### src/rtl/des_key_sched.sv
// -----------------------------------------------------------------------------
// des_key_sched -- DES round-key generator with ready/valid output.
//
// A start pulse in IDLE loads PC1(key_in) into the 56-bit C/D register and
// latches the direction. The block then presents one 48-bit subkey per
// handshake: K1..K16 when encrypting, K16..K1 when decrypting. After the 16th
// key is accepted, done pulses for one cycle and the block returns to IDLE.
//
// Ports
//   clk        in   1   rising-edge clock
//   rst_n      in   1   asynchronous active-low reset
//   key_in     in  64   DES key, key_in[63] = FIPS bit 1 (parity bits unused)
//   decrypt    in   1   direction, sampled with start
//   start      in   1   begin a new schedule (IDLE only)
//   abort      in   1   cancel a running schedule
//   busy       out  1   schedule in progress (RUN or DONE)
//   rk_valid   out  1   round_key / round_idx valid
//   rk_ready   in   1   consumer accepts the current key
//   round_key  out 48   current subkey, bit 47 = FIPS bit 1
//   round_idx  out  4   position of the current key in the emitted sequence
//   done       out  1   one-cycle pulse after the last key is accepted
// -----------------------------------------------------------------------------

// PC2 selection: 56-bit C/D -> 48-bit subkey. Combinational.
module des_pc2 (
  input  logic [55:0] cd,
  output logic [47:0] k
);
  // FIPS numbering: entry i gives the C/D bit (1 = MSB) for subkey bit i+1.
  localparam int PC2_T [0:47] = '{
    14, 17, 11, 24,  1,  5,  3, 28, 15,  6, 21, 10,
    23, 19, 12,  4, 26,  8, 16,  7, 27, 20, 13,  2,
    41, 52, 31, 37, 47, 55, 30, 40, 51, 45, 33, 48,
    44, 49, 39, 56, 34, 53, 46, 42, 50, 36, 29, 32
  };

  for (genvar i = 0; i < 48; i++) begin : g_sel
    localparam int SRC = 56 - PC2_T[i];
    assign k[47-i] = cd[SRC];
  end

  // C/D bits 9,18,22,25,35,38,43,54 are dropped by PC2.
  logic unused_cd;
  assign unused_cd = ^{cd[47], cd[38], cd[34], cd[31], cd[21], cd[18], cd[13], cd[2]};
endmodule

module des_key_sched (
  input  logic        clk,
  input  logic        rst_n,
  input  logic [63:0] key_in,
  input  logic        decrypt,
  input  logic        start,
  input  logic        abort,
  output logic        busy,
  output logic        rk_valid,
  input  logic        rk_ready,
  output logic [47:0] round_key,
  output logic [3:0]  round_idx,
  output logic        done
);
  typedef enum logic [1:0] {IDLE, RUN, DONE} state_t;

  // PC1: key bit (1 = MSB) feeding each C/D bit, C first.
  localparam int PC1_T [0:55] = '{
    57, 49, 41, 33, 25, 17,  9,  1, 58, 50, 42, 34, 26, 18,
    10,  2, 59, 51, 43, 35, 27, 19, 11,  3, 60, 52, 44, 36,
    63, 55, 47, 39, 31, 23, 15,  7, 62, 54, 46, 38, 30, 22,
    14,  6, 61, 53, 45, 37, 29, 21, 13,  5, 28, 20, 12,  4
  };

  state_t      state, state_nx;
  logic [55:0] cn_dn, cn_dn_nx;
  logic [3:0]  idx, idx_nx;
  logic        dec, dec_nx;
  logic [55:0] pc1_k;
  logic [4:0]  s_pos;
  logic        s_two;

  for (genvar i = 0; i < 56; i++) begin : g_pc1
    localparam int SRC = 64 - PC1_T[i];
    assign pc1_k[55-i] = key_in[SRC];
  end

  // Parity bits (FIPS 8,16,..,64) never reach C/D.
  logic unused_parity;
  assign unused_parity = ^{key_in[56], key_in[48], key_in[40], key_in[32],
                           key_in[24], key_in[16], key_in[8],  key_in[0]};

  // Shift table s[1..16] = 1,1,2,2,2,2,2,2,1,2,2,2,2,2,2,1.
  function automatic logic two_shift(input logic [4:0] pos);
    return !(pos == 5'd1 || pos == 5'd2 || pos == 5'd9 || pos == 5'd16);
  endfunction

  // 28-bit rotate of one half by 1 or 2 in either direction.
  function automatic logic [27:0] rot28(input logic [27:0] x, input logic right,
                                        input logic two);
    logic [27:0] r;
    case ({right, two})
      2'b00:   r = {x[26:0], x[27]};
      2'b01:   r = {x[25:0], x[27:26]};
      2'b10:   r = {x[0], x[27:1]};
      default: r = {x[1:0], x[27:2]};
    endcase
    return r;
  endfunction

  // Rotation applied when leaving key position idx: encrypt walks forward
  // through the table (next round is idx+2 in 1-based terms), decrypt undoes
  // the shift that produced the current round (16-idx).
  assign s_pos = dec ? (5'd16 - {1'b0, idx}) : ({1'b0, idx} + 5'd2);
  assign s_two = two_shift(s_pos);

  always_ff @(posedge clk or negedge rst_n) begin
    if (!rst_n) begin
      state <= IDLE;
      cn_dn <= '0;
      idx   <= '0;
      dec   <= 1'b0;
    end else begin
      state <= state_nx;
      cn_dn <= cn_dn_nx;
      idx   <= idx_nx;
      dec   <= dec_nx;
    end
  end

  always_comb begin
    state_nx = state;
    cn_dn_nx = cn_dn;
    idx_nx   = idx;
    dec_nx   = dec;
    case (state)
      IDLE: begin
        // abort alongside start keeps the block idle.
        if (start && !abort) begin
          state_nx = RUN;
          dec_nx   = decrypt;
          idx_nx   = 4'd0;
          // Decrypt starts from C16/D16, which equals PC1 since the total
          // shift is 28; encrypt pre-applies s[1] = 1 to land on C1/D1.
          cn_dn_nx = decrypt ? pc1_k
                             : {rot28(pc1_k[55:28], 1'b0, 1'b0),
                                rot28(pc1_k[27:0],  1'b0, 1'b0)};
        end
      end
      RUN: begin
        if (abort) begin
          state_nx = IDLE;
          idx_nx   = 4'd0;
        end else if (rk_ready) begin
          if (idx == 4'd15) begin
            state_nx = DONE;
          end else begin
            idx_nx   = idx + 4'd1;
            cn_dn_nx = {rot28(cn_dn[55:28], dec, s_two),
                        rot28(cn_dn[27:0],  dec, s_two)};
          end
        end
      end
      DONE: begin
        state_nx = IDLE;
        idx_nx   = 4'd0;
      end
      default: begin
        state_nx = IDLE;
        idx_nx   = 4'd0;
      end
    endcase
  end

  des_pc2 u_pc2 (
    .cd (cn_dn),
    .k  (round_key)
  );

  assign busy      = (state != IDLE);
  assign rk_valid  = (state == RUN);
  assign done      = (state == DONE);
  assign round_idx = idx;
endmodule

### config.mk
export PLATFORM = sky130hd
export DESIGN_NAME = des_key_sched
export DESIGN_NICKNAME = d
export VERILOG_FILES = /design/src/rtl/des_key_sched.sv
export SDC_FILE = /design/constraint.sdc
export NUM_CORES = 1
export LEC_CHECK = 0
export ABC_CLOCK_PERIOD_IN_PS = 6700
export BUFFER_PORTS_ARGS = -buffer_cell sky130_fd_sc_hd__buf_4
export CORE_MARGIN = 2
export CORE_UTILIZATION = 51
export CTS_BUF_LIST = sky130_fd_sc_hd__clkbuf_4
export DETAILED_ROUTE_END_ITERATION = 10
export PLACE_DENSITY = 0.81
export SLEW_MARGIN = 20
export SYNTH_ARGS = -nofsm -noshare
export SYNTH_HDL_FRONTEND = slang
export SYNTH_SLANG_ARGS = --single-unit
### constraint.sdc
create_clock -name clk -period 6.7 [get_ports clk]
set_input_delay 0.335 -clock clk [delete_from_list [all_inputs] [get_ports clk]]
set_output_delay 0.335 -clock clk [all_outputs]
set_load 0.1 [all_outputs]
==> results of run 1 <==
[where the power goes]
group          switching [mW]  internal [mW]
combinational            1.08          0.418
clock                   0.144          0.107
sequential              0.202          0.490
[metrics by stage]
stage / cell area, um2 / hold slack (ns) / cells / power (mW)
after floorplan: 5720 / 0.0394 / 588 / 1.98
after global placement: 6180 / 0.486 / 750 / 2.14
after detailed placement: 6180 / 0.488 / 750 / 2.18
after CTS: 6300 / 0.0317 / 764 / 2.43
after global routing: 6300 / 0.0384 / 764 / 2.54
final: 6300 / -0.0346 / 764 / 2.44
[state kept, by name (all words and copies together), names as in the netlist]
name	flops
cn_dn	56
state	2
dec	1
round_idx	4
[path summary, 6_finish.rpt]
path                                 to  depth (start not counted)
max in group asynchronous     cn_dn[39]                          1
setup / recovery               cn_dn[5]                          7
hold / removal             round_idx[3]                          1
hold reg to reg               cn_dn[47]                          2
min in group clk               state[0]                          2
setup reg to reg               cn_dn[5]                          7
[routing by layer]
metal | GRT usage, % | routed length [um] | up-vias
li1 | - | - | 2285
met3 | 5.51 | 1430 | 41
met4 | 11.9 | 408 | 0
met1 | 34.8 | 6580 | 2444
met5 | 0 | 0 | -
met2 | 39.7 | 7220 | 304
[layout make-up]
cell class / count / area (um2) / share of cell area [%]
clock buffers: 9 / 67.6 / 1.07
clock inverters: 5 / 51.3 / 0.814
inverters: 7 / 26.3 / 0.417
multi-input cells: 416 / 3480 / 55.1
flip-flops and latches: 63 / 1580 / 25.0
well taps: 140 / 175 / 2.78
repair buffers: 124 / 931 / 14.8
[logic make-up (layout without fill, tap and decap cells)]
group | after synthesis | count (layout) | synth area share [%]
mux | 182 | 182 | 32.2
compound gates | 118 | 118 | 17.1
buf+inv | 109 | 145 | 11.9
simple gates | 108 | 108 | 9.69
flops | 63 | 63 | 27.6
fa+ha+maj | 5 | 5 | 1.09
xor+xnor | 3 | 3 | 0.459
[cells in the mapped netlist, types with 2 or more instances]
master,number
inv_1,5
a211o_1,2
a21oi_1,3
mux2_2,15
buf_6,7
nor2_1,48
clkbuf_1,18
or2_1,3
o211ai_1,2
a32oi_1,14
a31oi_1,13
buf_4,52
buf_1,6
nand2_1,19
o221ai_1,55
nand2b_1,4
a22oi_1,14
dfrtp_1,63
ha_1,5
xor2_1,2
nand4_1,2
nor2b_1,5
a211oi_1,2
nand3_1,2
nor3_1,5
mux2i_1,167
nor4b_1,13
buf_2,19
o21ai_0,3
[layout by cell type (no fill, tap or decap), drive strengths merged, types with 3 or more instances in the layout]
cell,instances
a21oi,4
a22oi,14
a31oi,13
a32oi,14
buf,124
clkbuf,9
clkinv,5
dfrtp,63
ha,5
inv,5
mux2,15
mux2i,167
nand2,19
nand2b,4
nor2,49
nor2b,5
nor3,5
nor4b,13
o21ai,3
o221ai,55
or2,4
==> results.py, run 1 <==
metrics = {
    "final_layout": {
        "antenna_cells": 0,
        "nNetsFinal": 696,
        "drive_gt1_share_pct": 25.6,
        "syn2layout_area_growth_pct": 10.2,
        "fillerInstances": 932,
        "post-route-util_pct": 57.9,
    },
    "sta": {
        "hold_viol_final": 9,
        "period_needed_ns": 3.54,
        "tns_ns": 0,
        "drv_slew": 0,
        "fmax_mhz": 282,
        "setup_violations": 0,
        "maxSlewHeadroom_pct": 35.7,
        "rsz0062_at_grt": "false",
        "fin_crit_sh_pct": 52.9,
        "whs_ns": -0.0346,
        "setup_ws_ns": 3.16,
        "worst_pin_slew_ns": 0.964,
        "finClkSkew_ns": 0.0143,
    },
    "critical_path": {
        "cp-start-kind": "register",
        "cpPeakStageDelay_ns": 0.85,
        "cp-end-kind": "register",
        "cp_max_fo": 19,
        "slowest_stage": "or2_1",
        "timing.rr.start": "round_idx[2]",
        "critPathRequiredTime_ns": 7.05,
        "cp_data_arrival_time_ns": 3.89,
        "r2r_slack_ns": 3.16,
        "crit_type": "reg2reg",
        "timing.critical_path.max_delay_family": "compound AO/OA/AOI/OAI gates",
        "cp_num_buf_inv": 1,
        "path_cells": "inv_1 > ha_1 > nor4bb_1 > a22o_1 > or2_1 > a31oi_1 > a32oi_1",
        "crit_start": "round_idx[2]",
    },
    "yosys": {
        "synth_top_area_share_pct": 29.2,
        "yosys.area.top_type": "mux2i_1",
        "synthTopCellsByArea": "mux2i_1 (29%), dfrtp_1 (28%), o221ai_1 (8.4%)",
        "synth_warnings": 0,
        "async_flop_share_pct": 100,
        "seq_area_frac_synth_pct": 27.6,
        "avgSynthCellArea_um2": 9.73,
        "ys_ff_latch": 63,
        "synth_ff_type": "dfrtp_1",
        "synthCells": 588,
        "synth_cell_type_count": 49,
        "synth_edf_count": 0,
        "syn-cell-area_mm2": 0.00572,
        "syn_nets": 663,
    },
    "drt": {
        "drt-vias-per-instance": 6.64,
        "drcViolationCount": 0,
        "final_antenna_net_count": 0,
        "dr.pass1.iters": 5,
        "drt_wl_total_um": 15600,
        "vias": 5074,
        "drt-initial-drc-count": 429,
        "wire_per_inst_um": 20.5,
    },
    "global_route": {
        "grt_max_degree": 64,
        "grt_pass1_vias": 4930,
        "antenna_found_initial": 0,
        "grt_pass1_wl_um": 24800,
        "grt_usage_pct": 25.9,
        "overflow": 0,
    },
    "clock_tree": {
        "cts_htree_levels": 3,
        "cts_made_buffers": 9,
        "cts_resized": 0,
        "cts_root_buf": "clkbuf_4",
        "clk_pin_slew_worst_paths_ns": 0.11,
        "cts_tree": "done",
        "post-cts-setup-buffers": 0,
        "cts-hold-fix-buffers": 0,
        "insertion_delay_ns": 0.43,
        "cts.path.max_buffers": 2,
        "cts.sink_count": 63,
    },
    "placement": {
        "port_buffers": 116,
        "dp_slack_ns": 3.28,
        "dpl.hpwl_um": 10100,
        "place_congestion": 0.826,
    },
    "floorplanning": {
        "initial_core_util_pct": 52.5,
        "ios": 125,
        "core_mm2": 0.0109,
        "rows": 38,
        "die_x_um": 110,
        "die_area_mm2": 0.0121,
        "dieHeight_um": 110,
    },
    "job": {
        "maxCapViolations": 0,
    },
    "worst_hold_path": {
        "hold_path.class": "in2async",
    },
    "power_and_ir_drop": {
        "power_leakage_nw": 2.79,
        "power_density_mw_per_mm2": 387,
        "ir_worst_vdd_mv": 0.313,
    },
    "run_status": {
        "outcome": "finished with violations",
        "violations": "hold timing",
    },
}
(Power assumes the default switching activity.)
==> inputs of run 2 (changes only) <==
--- a/config.mk
+++ b/config.mk
@@ -5,13 +5,14 @@
 export SDC_FILE = /design/constraint.sdc
 export NUM_CORES = 1
 export LEC_CHECK = 0
-export ABC_CLOCK_PERIOD_IN_PS = 6700
+export ABC_AREA = 1
+export ABC_CLOCK_PERIOD_IN_PS = 3200
 export BUFFER_PORTS_ARGS = -buffer_cell sky130_fd_sc_hd__buf_4
 export CORE_MARGIN = 2
 export CORE_UTILIZATION = 51
 export CTS_BUF_LIST = sky130_fd_sc_hd__clkbuf_4
 export DETAILED_ROUTE_END_ITERATION = 10
-export PLACE_DENSITY = 0.81
+export PLACE_DENSITY = 0.83
 export SLEW_MARGIN = 20
 export SYNTH_ARGS = -nofsm -noshare
 export SYNTH_HDL_FRONTEND = slang
==> constraint.sdc (replaced) <==
create_clock -name clk -period 3.2 [get_ports clk]
set_input_delay 0.16 -clock clk [delete_from_list [all_inputs] [get_ports clk]]
set_output_delay 0.16 -clock clk [all_outputs]
set_load 0.1 [all_outputs]
==> results.py, run 2 <==
metrics = {
    "run_status": {
        "outcome": "complete, no violations",
    },
    "drt": {
        "drt-initial-drc-count": 606,
        "drcViolationCount": 0,
        "final_antenna_net_count": 0,
        "wire_per_inst_um": 13.8,
        "dr.pass1.iters": 5,
        "drt-vias-per-instance": 5.43,
        "vias": 6959,
        "drt_wl_total_um": 17600,
    },
    "sta": {
        "rsz0062_at_grt": "false",
        "fin_crit_sh_pct": 81.1,
        "fmax_mhz": 385,
        "hold_viol_final": 0,
        "setup_violations": 0,
        "finClkSkew_ns": 0.00976,
        "period_needed_ns": 2.60,
        "tns_ns": 0,
        "worst_pin_slew_ns": 0.875,
        "setup_ws_ns": 0.604,
        "drv_slew": 0,
        "maxSlewHeadroom_pct": 41.6,
    },
    "placement": {
        "post_dp_cell_area_mm2": 0.00669,
        "place_congestion": 0.831,
        "dp_slack_ns": 0.639,
        "dpl.hpwl_um": 11000,
        "port_buffers": 116,
    },
    "worst_hold_path": {
        "hold_path.class": "in2reg",
        "hold_start": "rk_ready",
    },
    "floorplanning": {
        "dieHeight_um": 114,
        "die_x_um": 114,
        "initial_core_util_pct": 52.0,
        "core_mm2": 0.0119,
        "ios": 125,
        "rows": 40,
        "die_area_mm2": 0.0130,
    },
    "job": {
        "maxCapViolations": 0,
    },
    "critical_path": {
        "critPathRequiredTime_ns": 3.58,
        "crit_start": "round_idx[1]",
        "crit_type": "reg2reg",
        "timing.rr.start": "round_idx[1]",
        "cp_max_fo": 30,
        "cp_data_arrival_time_ns": 2.98,
        "cp-end-kind": "register",
        "cp-start-kind": "register",
    },
    "final_layout": {
        "largest-register": "cn_dn",
        "syn2layout_area_growth_pct": 10.2,
        "layout_commonest_cell": "nand2_1",
        "nNetsFinal": 1204,
        "fillerInstances": 1270,
        "drive_gt1_share_pct": 13.8,
        "design_area_mm2": 0.00682,
        "largest_register_ffs": 56,
        "antenna_cells": 0,
        "post-route-util_pct": 57.3,
        "final_cell_mix": "nand2_1 (296), nor2_1 (286), buf_4 (131)",
    },
    "clock_tree": {
        "post-cts-setup-buffers": 0,
        "cts_htree_levels": 3,
        "clk_pin_slew_worst_paths_ns": 0.11,
        "cts.sink_count": 63,
        "cts_resized": 0,
        "cts-hold-fix-buffers": 1,
        "cts.path.max_buffers": 2,
        "insertion_delay_ns": 0.45,
        "cts_tree": "done",
        "cts_made_buffers": 9,
        "cts_root_buf": "clkbuf_4",
    },
    "yosys": {
        "synth_cell_type_count": 25,
        "syn-cell-area_mm2": 0.00619,
        "synth_ff_type": "dfrtp_1",
        "synthCells": 1107,
        "synthTopCellsByArea": "dfrtp_1 (25%), nand2_1 (18%), nor2_1 (17%)",
        "yosys.area.top_type": "dfrtp_1",
        "synth_edf_count": 0,
        "synth_warnings": 0,
        "async_flop_share_pct": 100,
        "ys_ff_latch": 63,
        "synth_common_cells": "nand2_1 (296), nor2_1 (286), a21oi_1 (114)",
        "avgSynthCellArea_um2": 5.59,
        "syn_nets": 1182,
        "seq_area_frac_synth_pct": 25.5,
        "synth_top_area_share_pct": 25.5,
        "yosysMostFrequentCell": "nand2_1",
    },
    "global_route": {
        "grt_pass1_wl_um": 30000,
        "grt_pass1_vias": 6282,
        "grt_usage_pct": 27.8,
        "grt_max_degree": 97,
        "overflow": 0,
        "antenna_found_initial": 0,
    },
}
run 2: cell types whose count changed in the layout (fill, tap and decap cells not counted), moves of 14 or more:
cell      change
inv_1        +56
nand3_1      +59
nand2_1     +277
a22oi_1      -14
nor2_1      +239
mux2i_1     -167
a21oi_1     +111
a32oi_1      -14
mux2_2       -15
nand4_1      +49
o221ai_1     -55
run 2: cells by family (layout without fill, tap and decap cells):
logic type,count (synthesis),count (layout),share of synthesized area (%)
compound gates,139,139,11.5
buf+inv,199,226,15.9
fa+ha+maj,5,5,1.01
flops,63,63,25.5
simple gates,701,701,46.2
run 2: area by class of cell:
cell class / count / area [um2] / share of cell area [%]
clock buffer: 9 / 67.6 / 0.990
tap: 147 / 184 / 2.70
multi-input combinational: 845 / 3640 / 53.3
inverter: 77 / 289 / 4.24
clock inverter: 7 / 53.8 / 0.789
timing repair buffer: 133 / 1010 / 14.9
sequential: 63 / 1580 / 23.1
run 2: worst max-delay path, cell delays in order, from the launching register on:
cell	delay, ns
dfrtp_1	0.49
inv_1	0.13
ha_1	0.36
nand2_1	0.07
nor2_1	0.09
nor2_1	0.05
nor2_1	0.15
nand4_1	0.12
buf_4	0.24
inv_1	0.08
buf_4	0.34
nand2_1	0.10
nand3_1	0.10
nand2_1	0.08
a21oi_1	0.12
run 2: layer usage:
layer  vias to the layer above  wire, um  GRT usage, %
met5                         -         0             0
met4                         0       337          8.94
met3                        32      1310          2.86
met2                       294      8230          46.7
met1                      3133      7770          37.7
li1                       3500         -             -
run 2: metrics by stage:
stage | cells | hold WS [ns]
after floorplan | 1107 | -0.136
after detailed placement | 1264 | 0.326
after global placement | 1264 | 0.314
after CTS | 1281 | 0.000261
after global routing | 1281 | 0.0289
final | 1281 | 0.00490
run 2: worst paths after layout:
check                          endpoint  depth (start not counted)  slack (ns)
max reg2reg                   cn_dn[25]                         14        0.60
min                        round_idx[1]                          3       0.005
max in group asynchronous     cn_dn[45]                          2        2.26
min in group asynchronous      cn_dn[9]                          2        0.36
max                           cn_dn[25]                         14        0.60
min reg2reg                    cn_dn[2]                          2        0.61
Power of run 2 is not shown: default switching activity piles up to over one toggle a cycle in this logic, so the estimate is an artifact.
